## src/rtl/rv32i_pkg.sv

```systemverilog
// RV32I load/store constants, LSU state encoding and request classification helpers.
// Ports: none (package).
// Shared by load_store_unit and lsu_align.
package rv32i_pkg;

  localparam int XLEN       = 32;
  localparam int REG_ADDR_W = 5;

  // Load funct3 encodings
  localparam logic [2:0] F3_LB  = 3'b000;
  localparam logic [2:0] F3_LH  = 3'b001;
  localparam logic [2:0] F3_LW  = 3'b010;
  localparam logic [2:0] F3_LBU = 3'b100;
  localparam logic [2:0] F3_LHU = 3'b101;
  // Store funct3 encodings
  localparam logic [2:0] F3_SB  = 3'b000;
  localparam logic [2:0] F3_SH  = 3'b001;
  localparam logic [2:0] F3_SW  = 3'b010;

  typedef enum logic [1:0] {IDLE, REQ, WAIT} lsu_state_t;

  // Legal load: LB/LH/LW/LBU/LHU. Legal store: SB/SH/SW.
  function automatic logic f3_legal(input logic we, input logic [2:0] f3);
    if (we) return (f3 == F3_SB) || (f3 == F3_SH) || (f3 == F3_SW);
    return (f3 == F3_LB) || (f3 == F3_LH) || (f3 == F3_LW) ||
           (f3 == F3_LBU) || (f3 == F3_LHU);
  endfunction

  // Access size lives in funct3[1:0]: 01 = half, 10 = word.
  function automatic logic addr_misaligned(input logic [2:0] f3, input logic [1:0] off);
    case (f3[1:0])
      2'b01:   return off[0];
      2'b10:   return off != 2'b00;
      default: return 1'b0;
    endcase
  endfunction

endpackage

```

## src/rtl/load_store_unit_if.sv

```systemverilog
// Data-memory req/gnt/rvalid bus between the LSU (master) and data memory (slave).
// Signals: req/we/addr/wstrb/wdata from master; gnt/rvalid/rdata from slave.
// req and its payload are held stable until gnt.
interface load_store_unit_if;
  import rv32i_pkg::*;

  logic            req;
  logic            we;
  logic [XLEN-1:0] addr;
  logic [3:0]      wstrb;
  logic [XLEN-1:0] wdata;
  logic            gnt;
  logic            rvalid;
  logic [XLEN-1:0] rdata;

  modport master (output req, we, addr, wstrb, wdata,
                  input  gnt, rvalid, rdata);
  modport slave  (input  req, we, addr, wstrb, wdata,
                  output gnt, rvalid, rdata);
endinterface

```

## src/rtl/lsu_align.sv

```systemverilog
// Combinational lane logic: store strobes/replicated data and load byte/half extraction+extension.
// Ports: i_st_* (store funct3, byte offset, rs2) -> o_st_strb/o_st_data;
//        i_ld_* (load funct3, byte offset, read word) -> o_ld_data.
module lsu_align
  import rv32i_pkg::*;
(
  input  logic [2:0]      i_st_funct3,
  input  logic [1:0]      i_st_off,
  input  logic [XLEN-1:0] i_st_data,
  output logic [3:0]      o_st_strb,
  output logic [XLEN-1:0] o_st_data,
  input  logic [2:0]      i_ld_funct3,
  input  logic [1:0]      i_ld_off,
  input  logic [XLEN-1:0] i_ld_rdata,
  output logic [XLEN-1:0] o_ld_data
);

  logic [7:0]  w_byte;
  logic [15:0] w_half;

  always_comb begin
    o_st_strb = 4'b1111;
    o_st_data = i_st_data;
    case (i_st_funct3[1:0])
      2'b00: begin
        o_st_strb = 4'b0001 << i_st_off;
        o_st_data = {4{i_st_data[7:0]}};
      end
      2'b01: begin
        // halfword lane comes from addr[1] only; addr[0] is ignored here
        o_st_strb = 4'b0011 << {i_st_off[1], 1'b0};
        o_st_data = {2{i_st_data[15:0]}};
      end
      default: ;
    endcase
  end

  assign w_byte = i_ld_rdata[{i_ld_off, 3'b000} +: 8];
  assign w_half = i_ld_rdata[{i_ld_off[1], 4'b0000} +: 16];

  always_comb begin
    o_ld_data = i_ld_rdata;
    case (i_ld_funct3)
      F3_LB:   o_ld_data = {{24{w_byte[7]}}, w_byte};
      F3_LBU:  o_ld_data = {24'h0, w_byte};
      F3_LH:   o_ld_data = {{16{w_half[15]}}, w_half};
      F3_LHU:  o_ld_data = {16'h0, w_half};
      default: ;
    endcase
  end

endmodule

```

## src/rtl/load_store_unit.sv

```systemverilog
// RV32I load/store unit: one access at a time, IDLE->REQ->WAIT->IDLE, loads return a 1-cycle wb pulse.
// Ports: clk/rst; i_req_* core request (o_req_ready in IDLE); mem bus interface (master);
//        o_wb_* load write-back; o_busy stall; o_misalign only when LSU_MISALIGN_TRAP_EN is defined.
module load_store_unit
  import rv32i_pkg::*;
(
  input  logic                  clk,
  input  logic                  rst,
  input  logic                  i_req_valid,
  output logic                  o_req_ready,
  input  logic                  i_req_we,
  input  logic [2:0]            i_req_funct3,
  input  logic [XLEN-1:0]       i_req_addr,
  input  logic [XLEN-1:0]       i_req_wdata,
  input  logic [REG_ADDR_W-1:0] i_req_rd,
  load_store_unit_if.master     mem,
  output logic                  o_wb_valid,
  output logic [REG_ADDR_W-1:0] o_wb_rd,
  output logic [XLEN-1:0]       o_wb_data,
  output logic                  o_busy
`ifdef LSU_MISALIGN_TRAP_EN
  ,output logic                 o_misalign
`endif
);

  lsu_state_t            r_state, w_next;
  logic                  r_we, r_skip;
  logic [2:0]            r_funct3;
  logic [1:0]            r_off;
  logic [REG_ADDR_W-1:0] r_rd;
  logic [XLEN-1:0]       r_mem_addr, r_mem_wdata;
  logic [3:0]            r_mem_wstrb;
  logic                  r_wb_valid;
  logic [REG_ADDR_W-1:0] r_wb_rd;
  logic [XLEN-1:0]       r_wb_data;
  logic                  w_accept, w_skip, w_misal, w_mem_req;
  logic [3:0]            w_st_strb;
  logic [XLEN-1:0]       w_st_data, w_ld_data;

  assign w_accept = i_req_valid && (r_state == IDLE);

`ifdef LSU_MISALIGN_TRAP_EN
  logic r_misalign;
  assign w_misal    = f3_legal(i_req_we, i_req_funct3) &&
                      addr_misaligned(i_req_funct3, i_req_addr[1:0]);
  assign o_misalign = r_misalign;
`else
  assign w_misal = 1'b0;
`endif
  // Skipped accesses spend their single busy cycle in REQ with mem_req held low.
  assign w_skip = !f3_legal(i_req_we, i_req_funct3) || w_misal;

  lsu_align u_align (
    .i_st_funct3 (i_req_funct3),
    .i_st_off    (i_req_addr[1:0]),
    .i_st_data   (i_req_wdata),
    .o_st_strb   (w_st_strb),
    .o_st_data   (w_st_data),
    .i_ld_funct3 (r_funct3),
    .i_ld_off    (r_off),
    .i_ld_rdata  (mem.rdata),
    .o_ld_data   (w_ld_data)
  );

  always_comb begin
    w_next    = r_state;
    w_mem_req = 1'b0;
    case (r_state)
      IDLE: if (w_accept) w_next = REQ;
      REQ: begin
        if (r_skip) begin
          w_next = IDLE;
        end else begin
          w_mem_req = 1'b1;
          if (mem.gnt) w_next = WAIT;
        end
      end
      WAIT: if (mem.rvalid) w_next = IDLE;
      default: w_next = IDLE;
    endcase
  end

  always_ff @(posedge clk or posedge rst) begin
    if (rst) begin
      r_state     <= IDLE;
      r_we        <= 1'b0;
      r_skip      <= 1'b0;
      r_funct3    <= 3'b000;
      r_off       <= 2'b00;
      r_rd        <= '0;
      r_mem_addr  <= '0;
      r_mem_wstrb <= 4'b0000;
      r_mem_wdata <= '0;
      r_wb_valid  <= 1'b0;
      r_wb_rd     <= '0;
      r_wb_data   <= '0;
`ifdef LSU_MISALIGN_TRAP_EN
      r_misalign  <= 1'b0;
`endif
    end else begin
      r_state    <= w_next;
      r_wb_valid <= 1'b0;
`ifdef LSU_MISALIGN_TRAP_EN
      r_misalign <= w_accept && w_misal;
`endif
      if (w_accept) begin
        r_we        <= i_req_we;
        r_skip      <= w_skip;
        r_funct3    <= i_req_funct3;
        r_off       <= i_req_addr[1:0];
        r_rd        <= i_req_rd;
        r_mem_addr  <= {i_req_addr[XLEN-1:2], 2'b00};
        r_mem_wstrb <= i_req_we ? w_st_strb : 4'b0000;
        r_mem_wdata <= w_st_data;
      end
      // stores treat rvalid as an ack only
      if (r_state == WAIT && mem.rvalid && !r_we) begin
        r_wb_valid <= 1'b1;
        r_wb_rd    <= r_rd;
        r_wb_data  <= w_ld_data;
      end
    end
  end

  assign mem.req     = w_mem_req;
  assign mem.we      = r_we;
  assign mem.addr    = r_mem_addr;
  assign mem.wstrb   = r_mem_wstrb;
  assign mem.wdata   = r_mem_wdata;
  assign o_req_ready = (r_state == IDLE);
  assign o_busy      = (r_state != IDLE);
  assign o_wb_valid  = r_wb_valid;
  assign o_wb_rd     = r_wb_rd;
  assign o_wb_data   = r_wb_data;

endmodule

```

## src/flat_wrapper.sv

```systemverilog
// flat-port wrapper written by rule: the top's interface ports become plain ports
module load_store_unit_flat import rv32i_pkg::*;
  (clk, rst, i_req_valid, o_req_ready, i_req_we, i_req_funct3, i_req_addr, i_req_wdata, i_req_rd, o_wb_valid, o_wb_rd, o_wb_data, o_busy, mem_req, mem_we, mem_addr, mem_wstrb, mem_wdata, mem_gnt, mem_rvalid, mem_rdata);
  load_store_unit_if mem_i ();
  input  logic clk;
  input  logic rst;
  input  logic i_req_valid;
  output logic o_req_ready;
  input  logic i_req_we;
  input  logic [2:0] i_req_funct3;
  input  logic [XLEN-1:0] i_req_addr;
  input  logic [XLEN-1:0] i_req_wdata;
  input  logic [REG_ADDR_W-1:0] i_req_rd;
  output logic o_wb_valid;
  output logic [REG_ADDR_W-1:0] o_wb_rd;
  output logic [XLEN-1:0] o_wb_data;
  output logic o_busy;
  output wire logic [$bits(mem_i.req)-1:0] mem_req;
  output wire logic [$bits(mem_i.we)-1:0] mem_we;
  output wire logic [$bits(mem_i.addr)-1:0] mem_addr;
  output wire logic [$bits(mem_i.wstrb)-1:0] mem_wstrb;
  output wire logic [$bits(mem_i.wdata)-1:0] mem_wdata;
  input wire logic [$bits(mem_i.gnt)-1:0] mem_gnt;
  input wire logic [$bits(mem_i.rvalid)-1:0] mem_rvalid;
  input wire logic [$bits(mem_i.rdata)-1:0] mem_rdata;
  assign mem_req = mem_i.req;
  assign mem_we = mem_i.we;
  assign mem_addr = mem_i.addr;
  assign mem_wstrb = mem_i.wstrb;
  assign mem_wdata = mem_i.wdata;
  assign mem_i.gnt = mem_gnt;
  assign mem_i.rvalid = mem_rvalid;
  assign mem_i.rdata = mem_rdata;
  load_store_unit u_core (.clk(clk), .rst(rst), .i_req_valid(i_req_valid), .o_req_ready(o_req_ready), .i_req_we(i_req_we), .i_req_funct3(i_req_funct3), .i_req_addr(i_req_addr), .i_req_wdata(i_req_wdata), .i_req_rd(i_req_rd), .mem(mem_i), .o_wb_valid(o_wb_valid), .o_wb_rd(o_wb_rd), .o_wb_data(o_wb_data), .o_busy(o_busy));
endmodule
```

## config.mk

```make
export PLATFORM = sky130hd
export DESIGN_NAME = load_store_unit_flat
export DESIGN_NICKNAME = d
export VERILOG_FILES = /design/src/rtl/rv32i_pkg.sv /design/src/rtl/load_store_unit_if.sv /design/src/rtl/lsu_align.sv /design/src/rtl/load_store_unit.sv /design/src/flat_wrapper.sv
export SDC_FILE = /design/constraint.sdc
export NUM_CORES = 1
export LEC_CHECK = 0
export ABC_CLOCK_PERIOD_IN_PS = 4200
export CAP_MARGIN = 10
export CORE_ASPECT_RATIO = 1.5
export CORE_MARGIN = 1.5
export CORE_UTILIZATION = 40
export CTS_BUF_LIST = sky130_fd_sc_hd__clkbuf_8
export DETAILED_ROUTE_END_ITERATION = 16
export PLACE_DENSITY = 0.76
export SYNTH_ARGS = -nofsm -noshare
export SYNTH_HDL_FRONTEND = slang
export SYNTH_SLANG_ARGS = --single-unit
```

## constraint.sdc

```tcl
create_clock -name clk -period 4.2 [get_ports clk]
set_input_delay 0.84 -clock clk [delete_from_list [all_inputs] [get_ports clk]]
set_output_delay 0.84 -clock clk [all_outputs]
set_load 0.005 [all_outputs]
```

==> flow_summary.toml <==
[final_layout]
area_delta_synth_final_pct = 51.5
drive_gt1_frac = 0.0767
fin_util = 0.617
stdcell_area_um2 = 8000
antennaDiodeCount = 0
fin_nets = 892

[global_route]
antenna_found_initial = 1
grtUsageTotal = 0.228
grt_overflow = 0
grt_pass1_wl_um = 25200
met3_usage = 0.0744
grt-busiest-layer = "met2"
use_met2 = 0.386
met1_usage = 0.266
grt_pass1_vias = 5004
grt_max_degree = 104

[logic_synthesis]
netlist_top_cells_area = "dfrtp_1 56%, nand2_1 16%, mux2i_1 4.7%"
synth_simple_gate_area_frac = 0.233
synthXorXnorAreaFrac = 0
avgSynthCellArea_um2 = 9.12
syn-cell-area_um2 = 5280
synth_top_area_cell = "dfrtp_1"
ys_warn_count = 0
yosys-mux-area-fraction = 0.0652
synthAdderAreaFrac = 0
synth.distinct_cells = 39
ys_seq_area_frac = 0.559
syn-instance-count = 579
synth_seq_cells = 118
synthTopCellsByCount = "219 x nand2_1, 118 x dfrtp_1, 39 x o21ai_0"
ys.flop_type = "dfrtp_1"
synth_top_area_frac = 0.559
synth_edf_count = 0
synth_top_family_by_area = "simple AND/OR/NAND/NOR gates"
synthArstFlopShare = 1.00
synth_compound_area_frac = 0.101
synth_most_common_cell = "nand2_1"

[timing]
slew_headroom = 0.286
tns_ps = 0
slew_violations = 0
fin_worst_skew_ps = 14.2
period_minus_slack_ps = 2650
finalCritPeriodShare = 0.631
worstMarginPinSlew_ps = 1070
hold_violations = 0
max_freq_mhz = 377
rsz0062_at_grt = "no"
setup_violations = 0

[setup_path]
path_cells = "nor2_1, clkdlybuf4s50_1"
cp.arrival_ps = 1810
path_max_fanout = 5
cp-end-kind = "primary output"
cp_slowest_cell = "clkdlybuf4s50_1"
crit_family = "buffers and inverters"
path_class = "reg2out"
slowest_delay_ps = 590
worstSetupStartpointType = "flop"
cp.required_ps = 3360
critPathBufInv = 1

[cts]
insertion_delay_ps = 420
clockRootBuffer = "clkbuf_8"
cts_hold_buf = 0
htree_levels = 4
clock_sinks = 118
numCtsBuffers = 17
clkTransAtPathRegs_ps = 80
post_cts.repair.setup_buffers = 0
tritoncts = "done"
cts.path.max_buffers = 2
ctsResizeCount = 0

[job]
cap_violations = 0

[pwr]
internal_power_mw = 3.63
clkPwrFrac = 0.211
power.density_nw_per_um2 = 684
seqPwrFrac = 0.370
comb_power_share = 0.419
power.leakage_nw = 3.66
p_switching_mw = 1.84
swShare = 0.336
ir_worst_vdd_mv = 0.389

[drt]
avgViaCountPerCell = 5.21
drt-pass1-iter-count = 5
drt_iter0_drc = 250
ant_nets = 0
post_drt_wl_per_cell_um = 16.6
drt-total-wl_um = 15800
vias = 4968
drc = 0

[floorplan]
core-area_um2 = 13000
die_area_um2 = 13900
die_h_um = 144
start_util = 0.408
die_w_um = 96.8
io_pins = 220
num_rows = 51

[status]
status = "completed"

[placed_design]
hpwl_um = 11400
gp_congestion = 0.830
port_buffers = 217
placed_area_um2 = 7520

[worst_hold_path]
min_path_type = "reg2reg"
==> layout make-up <==
type                       count  area [um^2]
tap                          159          199
multi-input combinational    415         2130
timing repair buffer         224         2240
clock inverter                14          200
clock buffer                  18          248
fill                        1100         4960
sequential                   118         2950
inverter                       6         25.0
==> worst register-to-register path, delay by kind of cell, from the launching register on <==
family          cells  cell delay [ps]
simple gates        3             1260
compound gates      1              110
flops               1              430
==> final timing paths <==
kind	start	to	slack, ps	cells past startpoint
worst max register to register	u_core.r_state[0]	u_core.mem.wdata[16]	2240	4
min in group asynchronous	rst	u_core.mem.addr[31]	800	2
worst min register to register	u_core.r_rd[4]	u_core.o_wb_rd[4]	460	2
worst min-delay path	u_core.r_rd[4]	u_core.o_wb_rd[4]	460	2
worst max-delay path	u_core.r_state[0]	o_req_ready	1550	2
max in group asynchronous	rst	u_core.o_wb_data[15]	2470	4
==> metrics by stage <==
step / power (mW) / setup slack [ps] / hold WS (ps) / std cells
after global routing: 5.85 / 1400 / 494 / 954
after CTS: 5.53 / 1480 / 473 / 953
final: 5.47 / 1550 / 461 / 954
after detailed placement: 4.34 / 1450 / 457 / 921
after global placement: 4.27 / 1540 / 457 / 921
after floorplan: 2.95 / 231 / 439 / 580
==> power by group through the flow <==
| stage | logic, mW | registers [mW] | clock network, mW |
|---|---|---|---|
| global placement | 2.25 | 2.02 | 0 |
| detailed placement | 2.31 | 2.04 | 0 |
| global route | 2.52 | 2.09 | 1.24 |
| CTS | 2.32 | 2.02 | 1.18 |
| floorplan | 0.951 | 2.00 | 0 |
| finish | 2.29 | 2.02 | 1.15 |
==> flip-flops by register name, summed over array words and instances (netlist names) <==
name               count
u_core.o_wb_valid      1
u_core.o_wb_rd         5
u_core.o_wb_data      32
u_core.r_funct3        3
u_core.r_off           2
u_core.r_state         2
u_core.mem.we          1
u_core.mem.wstrb       4
u_core.mem.wdata      32
u_core.mem.addr       30
u_core.r_rd            5
u_core.r_skip          1
==> logic make-up (layout without fill, tap and decap cells) <==
group | after synthesis | in the layout
AND/OR/NAND/NOR | 297 | 297
flip-flops | 118 | 118
AO/OA/AOI/OAI | 83 | 83
buffers and inverters | 47 | 262
multiplexers | 33 | 33
other | 1 | 2
==> placed cells by master (no fill, tap or decap), drive strengths merged, types with 3 or more instances in the layout <==
cell,count
bufinv,4
nand3,34
inv,7
nand2b,3
nand2,219
a22o,4
dfrtp,118
clkdlybuf4s50,217
o21ai,42
clkinvlp,3
a21oi,19
nand3b,8
buf,7
mux2i,25
nor2,24
clkbuf,18
a221o,4
a32oi,4
mux2,8
clkinv,6
a222oi,3
==> routing by layer <==
metal  vias to the layer above  part of all wire  wire length, um
li1                       2324                 -                -
met1                      2366              0.39             6100
met2                       246              0.50             8000
met3                        30             0.077             1230
met4                         2             0.032              503
met5                         -           0.00076               12
No activity file was read; power rests on OpenSTA's default activity.
